[src/rtl/acq_writer.sv]
// acq_writer: turns the ADC sample stream into RAM write transactions.
// Once armed it captures cfg_lines lines. Each line waits for a trigger,
//   skips cfg_delay strobes, then writes cfg_len tagged samples to
//   consecutive addresses starting at 0.
// Optional feature macro: ACQ_WRITER_TESTPATTERN_EN replaces adc_data with
//   a per-line ramp that restarts at 0 on every line.
// Ports:
//   clk, rst_n             clock, async active-low reset
//   adc_data, adc_valid    sample stream, one strobe per sample
//   start, abort, trig     arm pulse, cancel (highest priority), line trigger
//   cfg_delay/len/lines    configuration, latched on an accepted start
//   wdata, waddr, wr       RAM write port (registered)
//   busy, done, line_idx   status (registered)
//   ovf                    sticky flag, RAM space exhausted
module acq_writer #(
    parameter int ADDR_W = 13,
    parameter int ADC_W  = 10,
    parameter int DATA_W = 16,
    parameter int DLY_W  = 16
) (
    input  logic              clk,
    input  logic              rst_n,
    input  logic [ADC_W-1:0]  adc_data,
    input  logic              adc_valid,
    input  logic              start,
    input  logic              abort,
    input  logic              trig,
    input  logic [DLY_W-1:0]  cfg_delay,
    input  logic [ADDR_W-1:0] cfg_len,
    input  logic [3:0]        cfg_lines,
    output logic [DATA_W-1:0] wdata,
    output logic [ADDR_W-1:0] waddr,
    output logic              wr,
    output logic              busy,
    output logic              done,
    output logic [3:0]        line_idx,
    output logic              ovf
);

    typedef enum logic [1:0] {
        IDLE      = 2'd0,
        WAIT_TRIG = 2'd1,
        DELAY     = 2'd2,
        CAPTURE   = 2'd3
    } state_t;

    state_t state_q, state_d;

    logic [ADDR_W-1:0] len_q, len_d;
    logic [DLY_W-1:0]  dly_q, dly_d;
    logic [3:0]        lines_q, lines_d;
    logic [ADDR_W-1:0] ptr_q, ptr_d;
    logic [ADDR_W-1:0] cnt_q, cnt_d;
    logic [DLY_W-1:0]  dcnt_q, dcnt_d;
    logic [3:0]        line_idx_q, line_idx_d;
    logic [ADDR_W-1:0] waddr_q, waddr_d;
    logic [DATA_W-1:0] wdata_q, wdata_d;
    logic              wr_q, wr_d;
    logic              busy_q, busy_d;
    logic              done_q, done_d;
    logic              ovf_q, ovf_d;

    logic [ADC_W-1:0]  sample;
    logic              trig_ok;
    logic              take;
    logic              line_end;
    logic              last_line;
    logic              ptr_full;
    logic              finish;
    logic              overflow;

`ifdef ACQ_WRITER_TESTPATTERN_EN
    logic [ADC_W-1:0]  ramp_q, ramp_d;
    assign sample = ramp_q;
`else
    assign sample = adc_data;
`endif

    // wr_q high in WAIT_TRIG means the previous line's last word is being
    // written this cycle; a trigger arriving then belongs to no line.
    assign trig_ok   = (state_q == WAIT_TRIG) && trig && !wr_q;
    assign take      = (state_q == CAPTURE) && adc_valid;
    assign line_end  = take && (cnt_q == len_q - 1'b1);
    // lines_q of 0 wraps to 15 here, giving 16 lines
    assign last_line = (line_idx_q == lines_q - 4'd1);
    assign ptr_full  = (ptr_q == '1);
    assign finish    = line_end && last_line;
    assign overflow  = take && ptr_full && !finish;

    always_ff @(posedge clk or negedge rst_n) begin
        if (!rst_n) begin
            state_q <= IDLE;
        end else begin
            state_q <= state_d;
        end
    end

    always_comb begin
        state_d = state_q;
        if (abort) begin
            state_d = IDLE;
        end else begin
            unique case (state_q)
                IDLE: begin
                    if (start && cfg_len != '0) state_d = WAIT_TRIG;
                end
                WAIT_TRIG: begin
                    if (trig_ok) state_d = (dly_q == '0) ? CAPTURE : DELAY;
                end
                DELAY: begin
                    if (adc_valid && dcnt_q == dly_q - 1'b1) state_d = CAPTURE;
                end
                CAPTURE: begin
                    if (finish || overflow) state_d = IDLE;
                    else if (line_end)      state_d = WAIT_TRIG;
                end
                default: state_d = IDLE;
            endcase
        end
    end

    always_comb begin
        len_d      = len_q;
        dly_d      = dly_q;
        lines_d    = lines_q;
        ptr_d      = ptr_q;
        cnt_d      = cnt_q;
        dcnt_d     = dcnt_q;
        line_idx_d = line_idx_q;
        ovf_d      = ovf_q;
        waddr_d    = waddr_q;
        wdata_d    = wdata_q;
        wr_d       = 1'b0;
        done_d     = 1'b0;
        busy_d     = (state_d != IDLE);
`ifdef ACQ_WRITER_TESTPATTERN_EN
        ramp_d     = ramp_q;
`endif
        if (!abort) begin
            if (state_q == IDLE && start) begin
                if (cfg_len == '0) begin
                    done_d = 1'b1;
                end else begin
                    len_d      = cfg_len;
                    dly_d      = cfg_delay;
                    lines_d    = cfg_lines;
                    ovf_d      = 1'b0;
                    line_idx_d = 4'd0;
                    ptr_d      = '0;
                end
            end
            if (trig_ok) begin
                dcnt_d = '0;
                cnt_d  = '0;
`ifdef ACQ_WRITER_TESTPATTERN_EN
                ramp_d = '0;
`endif
            end
            if (state_q == DELAY && adc_valid) begin
                dcnt_d = dcnt_q + 1'b1;
            end
            if (take) begin
                wr_d                       = 1'b1;
                waddr_d                    = ptr_q;
                wdata_d                    = '0;
                wdata_d[ADC_W-1:0]         = sample;
                wdata_d[ADC_W]             = (cnt_q == '0);
                wdata_d[ADC_W+4:ADC_W+1]   = line_idx_q;
                cnt_d                      = cnt_q + 1'b1;
                // pointer saturates; a write at the top ends the run
                if (!ptr_full) ptr_d = ptr_q + 1'b1;
`ifdef ACQ_WRITER_TESTPATTERN_EN
                ramp_d                     = ramp_q + 1'b1;
`endif
                if (finish || overflow) begin
                    done_d = 1'b1;
                    if (overflow) ovf_d = 1'b1;
                end else if (line_end) begin
                    line_idx_d = line_idx_q + 4'd1;
                    cnt_d      = '0;
                end
            end
        end
    end

    always_ff @(posedge clk or negedge rst_n) begin
        if (!rst_n) begin
            len_q      <= '0;
            dly_q      <= '0;
            lines_q    <= '0;
            ptr_q      <= '0;
            cnt_q      <= '0;
            dcnt_q     <= '0;
            line_idx_q <= '0;
            ovf_q      <= 1'b0;
            waddr_q    <= '0;
            wdata_q    <= '0;
            wr_q       <= 1'b0;
            done_q     <= 1'b0;
            busy_q     <= 1'b0;
        end else begin
            len_q      <= len_d;
            dly_q      <= dly_d;
            lines_q    <= lines_d;
            ptr_q      <= ptr_d;
            cnt_q      <= cnt_d;
            dcnt_q     <= dcnt_d;
            line_idx_q <= line_idx_d;
            ovf_q      <= ovf_d;
            waddr_q    <= waddr_d;
            wdata_q    <= wdata_d;
            wr_q       <= wr_d;
            done_q     <= done_d;
            busy_q     <= busy_d;
        end
    end

`ifdef ACQ_WRITER_TESTPATTERN_EN
    always_ff @(posedge clk or negedge rst_n) begin
        if (!rst_n) begin
            ramp_q <= '0;
        end else begin
            ramp_q <= ramp_d;
        end
    end
`endif

    assign wdata    = wdata_q;
    assign waddr    = waddr_q;
    assign wr       = wr_q;
    assign busy     = busy_q;
    assign done     = done_q;
    assign line_idx = line_idx_q;
    assign ovf      = ovf_q;

endmodule
[config.mk]
export PLATFORM = sky130hd
export DESIGN_NAME = acq_writer
export DESIGN_NICKNAME = d
export VERILOG_FILES = /design/src/rtl/acq_writer.sv
export SDC_FILE = /design/constraint.sdc
export NUM_CORES = 1
export LEC_CHECK = 0
export CAP_MARGIN = 40
export CORE_UTILIZATION = 45
export CTS_BUF_LIST = sky130_fd_sc_hd__clkbuf_4
export CTS_CLUSTER_SIZE = 12
export DETAILED_ROUTE_END_ITERATION = 10
export PLACE_DENSITY = 0.67
export SYNTH_ARGS = -nofsm -noshare
export SYNTH_HDL_FRONTEND = slang
export SYNTH_SLANG_ARGS = --single-unit
[constraint.sdc]
create_clock -name clk -period 3.5 [get_ports clk]
set_input_delay 0.7 -clock clk [delete_from_list [all_inputs] [get_ports clk]]
set_output_delay 0.7 -clock clk [all_outputs]
set_load 0.05 [all_outputs]
Word-level counts from Yosys, hierarchy flattened
Cells that the tools add are included.
{"block": "totals", "output_inout_bits": 37, "inputBits": 49, "regBits": 113}
{"block": "op_classes", "n_addsub": 7, "n_reduce_logical": 26, "n_eq_ne": 7, "bitwise": 2, "muxes": 35}
{"operator": "$mux 13", "count": 8}
{"operator": "$mux 16", "count": 2}
{"operator": "$add 13x1->13 const B", "count": 2}
{"operator": "$logic_not 13->1", "count": 2}
{"operator": "$mux 4", "count": 5}
{"operator": "$add 16x1->16 const B", "count": 1}
{"operator": "$eq 16x16->1", "count": 1}
{"operator": "$logic_not 16->1", "count": 1}
{"operator": "$sub 16x1->16 const B", "count": 1}
{"operator": "$eq 13x13->1", "count": 1}
{"operator": "$eq 13x13->1 const B", "count": 1}
{"operator": "$mux 1", "count": 13}
{"operator": "$reduce_bool 13->1", "count": 1}
{"operator": "$sub 13x1->13 const B", "count": 1}
{"operator": "$mux 2", "count": 6}
{"operator": "$logic_and 1x1->1", "count": 11}
{"operator": "$pmux 2 s4", "count": 1}
{"operator": "$reduce_and 2->1", "count": 3}
{"operator": "$reduce_bool 2->1", "count": 3}
{"operator": "$add 4x1->4 const B", "count": 1}
{"operator": "$eq 2x2->1 const B", "count": 2}
{"operator": "$eq 4x4->1", "count": 1}
{"operator": "$sub 4x1->4 const B", "count": 1}
{"operator": "$reduce_and 3->1", "count": 1}
{"operator": "5 further kinds", "count": 7}

Logic depth before layout (Yosys ltp)
{"block": "logic_depth", "depth_word": 11, "depth_mapped": 11, "ltp_nobuf": 9}

Least setup slack after synthesis
Ideal clock, no wire load.
{"block": "synth_path", "path_type": "register to register", "from": "register len_q[0]", "to": "register cnt_q[10]", "arrival_ns": 2.707, "setup_time_ns": 0.129, "slack_ns": 0.663, "required_time_ns": 3.371, "path_stages_with_launch": 12, "n_path_buf": 2, "path_cell_list": "dfrtp_1 -> inv_1 -> ha_1 -> or4b_1 -> or4b_4 -> o2bb2ai_2 -> nor4_4 -> nand3_2 -> buf_6 -> buf_6 -> a22oi_2 -> o31ai_1"}
{"block": "synth_between", "elab_chain_cells": 9, "word_cells_on_any_way": 10}
{"item": "from (decl)", "line": "49", "rtl": "logic [ADDR_W-1:0] len_q, len_d;"}
{"item": "from (signal assigned)", "line": "202", "rtl": "len_q <= len_d;"}
{"item": "$sub 13x1->13 *", "line": "83", "rtl": "assign line_end = take && (cnt_q == len_q - 1'b1);"}
{"item": "$eq 13x13->1 *", "line": "83"}
{"item": "$logic_and 1x1->1 *", "line": "83"}
{"item": "$logic_and 1x1->1", "line": "87", "rtl": "assign finish = line_end && last_line;"}
{"item": "$logic_not 1->1", "line": "88", "rtl": "assign overflow = take && ptr_full && !finish;"}
{"item": "$logic_and 1x1->1", "line": "88"}
{"item": "$logic_or 1x1->1", "line": "175", "rtl": "if (finish || overflow) begin"}
{"item": "$mux 13 *", "line": "175"}
{"item": "$mux 13 *", "line": "162", "rtl": "if (take) begin"}
{"item": "to (signal assigned)", "line": "206", "rtl": "cnt_q <= cnt_d;"}
{"item": "to (decl)", "line": "53", "rtl": "logic [ADDR_W-1:0] cnt_q, cnt_d;"}
Mark *: on every way between the ends. The rest lies on a longest branch, timed or not.
A chain may end at the register's enable or synchronous reset.

Worst setup path in the final report
{"block": "layout_path", "from": "register len_q[0]", "to": "register line_idx_q[1], in the netlist line_idx[1]"}
{"block": "layout_between", "elab_chain_cells": 9, "word_cells_on_any_way": 10}
{"item": "$sub 13x1->13 *", "line": "83"}
{"item": "$eq 13x13->1 *", "line": "83"}
{"item": "$logic_and 1x1->1 *", "line": "83"}
{"item": "$logic_and 1x1->1", "line": "87"}
{"item": "$logic_not 1->1", "line": "88"}
{"item": "$logic_and 1x1->1", "line": "88"}
{"item": "$logic_or 1x1->1", "line": "175"}
{"item": "$mux 4 *", "line": "175"}
{"item": "$mux 4 *", "line": "162"}
{"item": "to (signal assigned)", "line": "208", "rtl": "line_idx_q <= line_idx_d;"}
{"item": "to (decl)", "line": "55", "rtl": "logic [3:0] line_idx_q, line_idx_d;"}
Marked as above.

==> impl_metrics.prom <==
# TYPE chip_impl_metric gauge
chip_impl_metric{name="placed_cells_incl_taps",unit=""} 886
chip_impl_metric{name="postLayoutCoreUtil",unit="%"} 55.7
chip_impl_metric{name="synth_area",unit="um^2"} 6100
chip_impl_metric{name="post-synth-top-area-fraction",unit="%"} 46.4
chip_impl_metric{name="avgRoutedWirePerCell",unit="um"} 16.2
chip_impl_metric{name="route.antenna.remaining_nets",unit=""} 0
chip_impl_metric{name="final_setup_tns",unit="ns"} 0
chip_impl_metric{name="via_count",unit=""} 5154
chip_impl_metric{name="crit_fanout",unit=""} 20
chip_impl_info{name="synth.most_common_cell",value="sky130_fd_sc_hd__nand2_1"} 1
chip_impl_metric{name="mappedNetlistNets",unit=""} 703
chip_impl_metric{name="die_height",unit="um"} 118
chip_impl_metric{name="clock.fmax",unit="GHz"} 0.316
chip_impl_info{name="synth.largest_area_cell",value="sky130_fd_sc_hd__dfrtp_1"} 1
chip_impl_metric{name="multi_input_comb_area",unit="um^2"} 3070
chip_impl_metric{name="peakVddDrop",unit="uV"} 373
chip_impl_metric{name="cts_max_path_buffers",unit=""} 2
chip_impl_metric{name="drc_errors",unit=""} 0
chip_impl_metric{name="nets",unit=""} 786
chip_impl_metric{name="flow.area_growth_from_synthesis",unit="%"} 20.9
chip_impl_metric{name="finalWeightedCongestion",unit=""} 0.870
chip_impl_info{name="worstSetupPathType",value="reg -> reg"} 1
chip_impl_metric{name="cts-hold-fix-buffers",unit=""} 0
chip_impl_metric{name="timing.clock.skew",unit="ns"} 0.0168
chip_impl_metric{name="global_route.overflow_total",unit=""} 0
chip_impl_metric{name="worst-slew-pin-transition",unit="ns"} 0.670
chip_impl_metric{name="cts.htree.levels",unit=""} 4
chip_impl_metric{name="place_ws",unit="ns"} 0.113
chip_impl_metric{name="ys_async_sr_fraction",unit="%"} 100
chip_impl_metric{name="portBuffers",unit=""} 84
chip_impl_metric{name="overall_power",unit="uW"} 3260
chip_impl_metric{name="number_of_buffers_created_by_cts",unit=""} 17
chip_impl_metric{name="yosys_warnings",unit=""} 0
chip_impl_metric{name="max-cap-violations",unit=""} 0
chip_impl_metric{name="num_rows",unit=""} 42
chip_impl_metric{name="report.final.slew_viol_count",unit=""} 0
chip_impl_metric{name="worst_slew_margin_rel",unit="%"} 54.9
chip_impl_metric{name="post_synth_inst_count",unit=""} 646
chip_impl_metric{name="grt_max_degree",unit=""} 66
chip_impl_info{name="tritoncts",value="yes"} 1
chip_impl_metric{name="synthDistinctLibCells",unit=""} 58
chip_impl_metric{name="cp_data_arrival_time",unit="ns"} 3.62
chip_impl_metric{name="setup-violations-final",unit=""} 0
chip_impl_metric{name="vias_per_cell",unit=""} 5.63
chip_impl_metric{name="power.static_leakage",unit="uW"} 0.00319
chip_impl_metric{name="route.final.wire_length",unit="um"} 14800
chip_impl_info{name="leading_post_synthesis_cells_by_cell_area",value="sky130_fd_sc_hd__dfrtp_1 (46%), sky130_fd_sc_hd__nand2_1 (7.3%), sky130_fd_sc_hd__mux2_2 (6.3%)"} 1
chip_impl_metric{name="hpwlAfterDp",unit="um"} 10600
chip_impl_metric{name="pin_count",unit=""} 86
chip_impl_info{name="clock-root-buffer",value="sky130_fd_sc_hd__clkbuf_4"} 1
chip_impl_info{name="ys_dominant_reg_cell",value="sky130_fd_sc_hd__dfrtp_1"} 1
chip_impl_metric{name="finalCriticalPeriod",unit="ns"} 3.16
chip_impl_metric{name="number_of_iterations_in_the_first_detailed_routing_pass",unit=""} 5
chip_impl_metric{name="detailedRoute.firstIterationViolations",unit=""} 309
chip_impl_metric{name="insertion_delay",unit="ns"} 0.53
chip_impl_metric{name="numClockSinks",unit=""} 113
chip_impl_metric{name="die_w",unit="um"} 118
chip_impl_metric{name="final.fill_count",unit=""} 1202
chip_impl_info{name="grt_setup_unrepaired",value="false"} 1
chip_impl_metric{name="globalRouteTotalUtil",unit="%"} 22.6
chip_impl_info{name="synth_commonest_cells",value="sky130_fd_sc_hd__nand2_1 (118), sky130_fd_sc_hd__dfrtp_1 (113), sky130_fd_sc_hd__mux2_2 (34)"} 1
chip_impl_metric{name="yosys_register_bits",unit=""} 113
chip_impl_metric{name="post_synthesis_sequential_area_ratio",unit="%"} 46.4
chip_impl_metric{name="initial_cell_density_of_the_core",unit="%"} 46.0
chip_impl_info{name="worst_setup_end_kind",value="register"} 1
chip_impl_metric{name="layout-drive-gt1-share",unit="%"} 11.9
chip_impl_metric{name="fin_cells",unit=""} 916
chip_impl_metric{name="number_of_enable_type_register_cells_in_the_synthesized_netlist",unit=""} 0
chip_impl_metric{name="pwr_density_cell",unit="nW/um^2"} 442
chip_impl_metric{name="worstPathRequired",unit="ns"} 3.96
chip_impl_metric{name="final_hold_viol_count",unit=""} 0
chip_impl_metric{name="post-route-worst-setup-slack",unit="ns"} 0.340
chip_impl_metric{name="sequential_cell_area",unit="um^2"} 2830
chip_impl_info{name="critical_path.startpoint_type",value="register"} 1
chip_impl_metric{name="core_area",unit="um^2"} 13200
chip_impl_metric{name="floorplan.die_area",unit="um^2"} 14000
chip_impl_info{name="hold_path.class",value="in -> async"} 1
chip_impl_metric{name="post-route-period-util",unit="%"} 90.3
chip_impl_metric{name="syn-mean-instance-area",unit="um^2"} 9.44
chip_impl_metric{name="clk_pin_slew",unit="ns"} 0.10
chip_impl_metric{name="grt_pass1_vias",unit=""} 5126
chip_impl_metric{name="grt_antenna_before_repair",unit=""} 2
chip_impl_metric{name="global_route_wire_length_before_repair",unit="um"} 25000
chip_impl_info{name="status",value="finished clean"} 1
-- where the power goes --
| group | leakage [uW] | internal, uW | total [uW] | switching, uW |
|---|---|---|---|---|
| clock network | 0.000126 | 363 | 840 | 477 |
| logic | 0.00156 | 371 | 795 | 423 |
| registers | 0.00150 | 1440 | 1620 | 178 |
-- area by class of cell --
| type | count | share of cell area [%] |
|---|---|---|
| Multi-Input combinational cell | 481 | 41.6 |
| Sequential cell | 113 | 38.4 |
| Timing Repair Buffer | 97 | 13.0 |
| Tap cell | 176 | 2.99 |
| Clock buffer | 21 | 2.14 |
| Inverter | 19 | 0.967 |
| Clock inverter | 8 | 0.916 |
| Antenna cell | 1 | 0.0339 |
-- metal layers --
metal  track usage [%]  share of wire, %
met5                 0             0.081
met2              35.5                46
met4              8.31               1.9
met3              7.00               6.5
met1              29.5                45
-- stage by stage --
| stage | cell area [um^2] | hold slack [ns] |
|---|---|---|
| floorplan | 6100 | 0.404 |
| global placement | 7130 | 0.458 |
| detailed placement | 7140 | 0.461 |
| CTS | 7360 | 0.184 |
| global route | 7370 | 0.203 |
| finish | 7370 | 0.185 |
-- state kept, by name, summed over array words and instances (netlist names) --
register and cells:
busy 1, cnt_q 13, dcnt_q 16, dly_q 16, done 1, len_q 13
line_idx 4, lines_q 4, ovf 1, ptr_q 13, state_q 2, waddr 13
wdata 15, wr 1
-- kinds of logic (layout without fill, tap and decap cells) --
kind of cell,after synthesis,in the layout,share of synthesized area (%)
other,1,2,0.0615
AOI/OAI and AO/OA,103,103,10.9
adders and majority gates,8,8,1.64
muxes,40,40,7.26
and+or+nand+nor,277,277,22.8
xor gates and xnor gates,52,52,7.47
DFF,113,113,46.4
buffers and inverters,52,145,3.51
-- timing repair --
| action | in CTS | in global routing |
|---|---|---|
| resized for setup | 0 | 2 |
| buffers inserted | 0 | 0 |
| endpoints found under the setup margin | 0 | 8 |
-- worst paths after layout --
path,start,cells past startpoint,slack [ns],to
setup reg to reg,len_q[0]$_DFFE_PN0P_,9,0.34,line_idx[1]$_DFFE_PN0N_
min in group clk,waddr[10]$_DFFE_PN0P_,2,0.48,waddr[10]$_DFFE_PN0P_
max in group asynchronous,rst_n,2,2.54,dcnt_q[11]$_DFFE_PN0P_
hold reg to reg,waddr[10]$_DFFE_PN0P_,2,0.48,waddr[10]$_DFFE_PN0P_
hold / removal,rst_n,1,0.18,len_q[5]$_DFFE_PN0P_
setup / recovery,len_q[0]$_DFFE_PN0P_,9,0.34,line_idx[1]$_DFFE_PN0N_
-- critical path: stages (launching register included) --
cell	delay (ns)
sky130_fd_sc_hd__dfrtp_1	0.44
sky130_fd_sc_hd__inv_1	0.08
sky130_fd_sc_hd__ha_1	0.24
sky130_fd_sc_hd__or4b_1	0.51
sky130_fd_sc_hd__or4b_4	0.57
sky130_fd_sc_hd__o2bb2ai_2	0.16
sky130_fd_sc_hd__nor4_4	0.36
sky130_fd_sc_hd__nand3_4	0.29
sky130_fd_sc_hd__nor2_1	0.24
sky130_fd_sc_hd__mux2i_1	0.19
-- cells in the final DEF (no fill, tap or decap), types with 12 or more instances in the layout --
master                            instances
sky130_fd_sc_hd__and3_1                  13
sky130_fd_sc_hd__xnor2_1                 21
sky130_fd_sc_hd__clkbuf_4                21
sky130_fd_sc_hd__mux2_2                  34
sky130_fd_sc_hd__clkdlybuf4s50_1         83
sky130_fd_sc_hd__nand3_1                 26
sky130_fd_sc_hd__buf_4                   12
sky130_fd_sc_hd__xor2_1                  31
sky130_fd_sc_hd__nand4_1                 13
sky130_fd_sc_hd__nor2_1                  31
sky130_fd_sc_hd__nand2_1                117
sky130_fd_sc_hd__dfrtp_1                113
sky130_fd_sc_hd__o21ai_0                 32
sky130_fd_sc_hd__a21oi_1                 20
sky130_fd_sc_hd__inv_1                   19
Note: power is estimated with default switching activity, not from simulation.
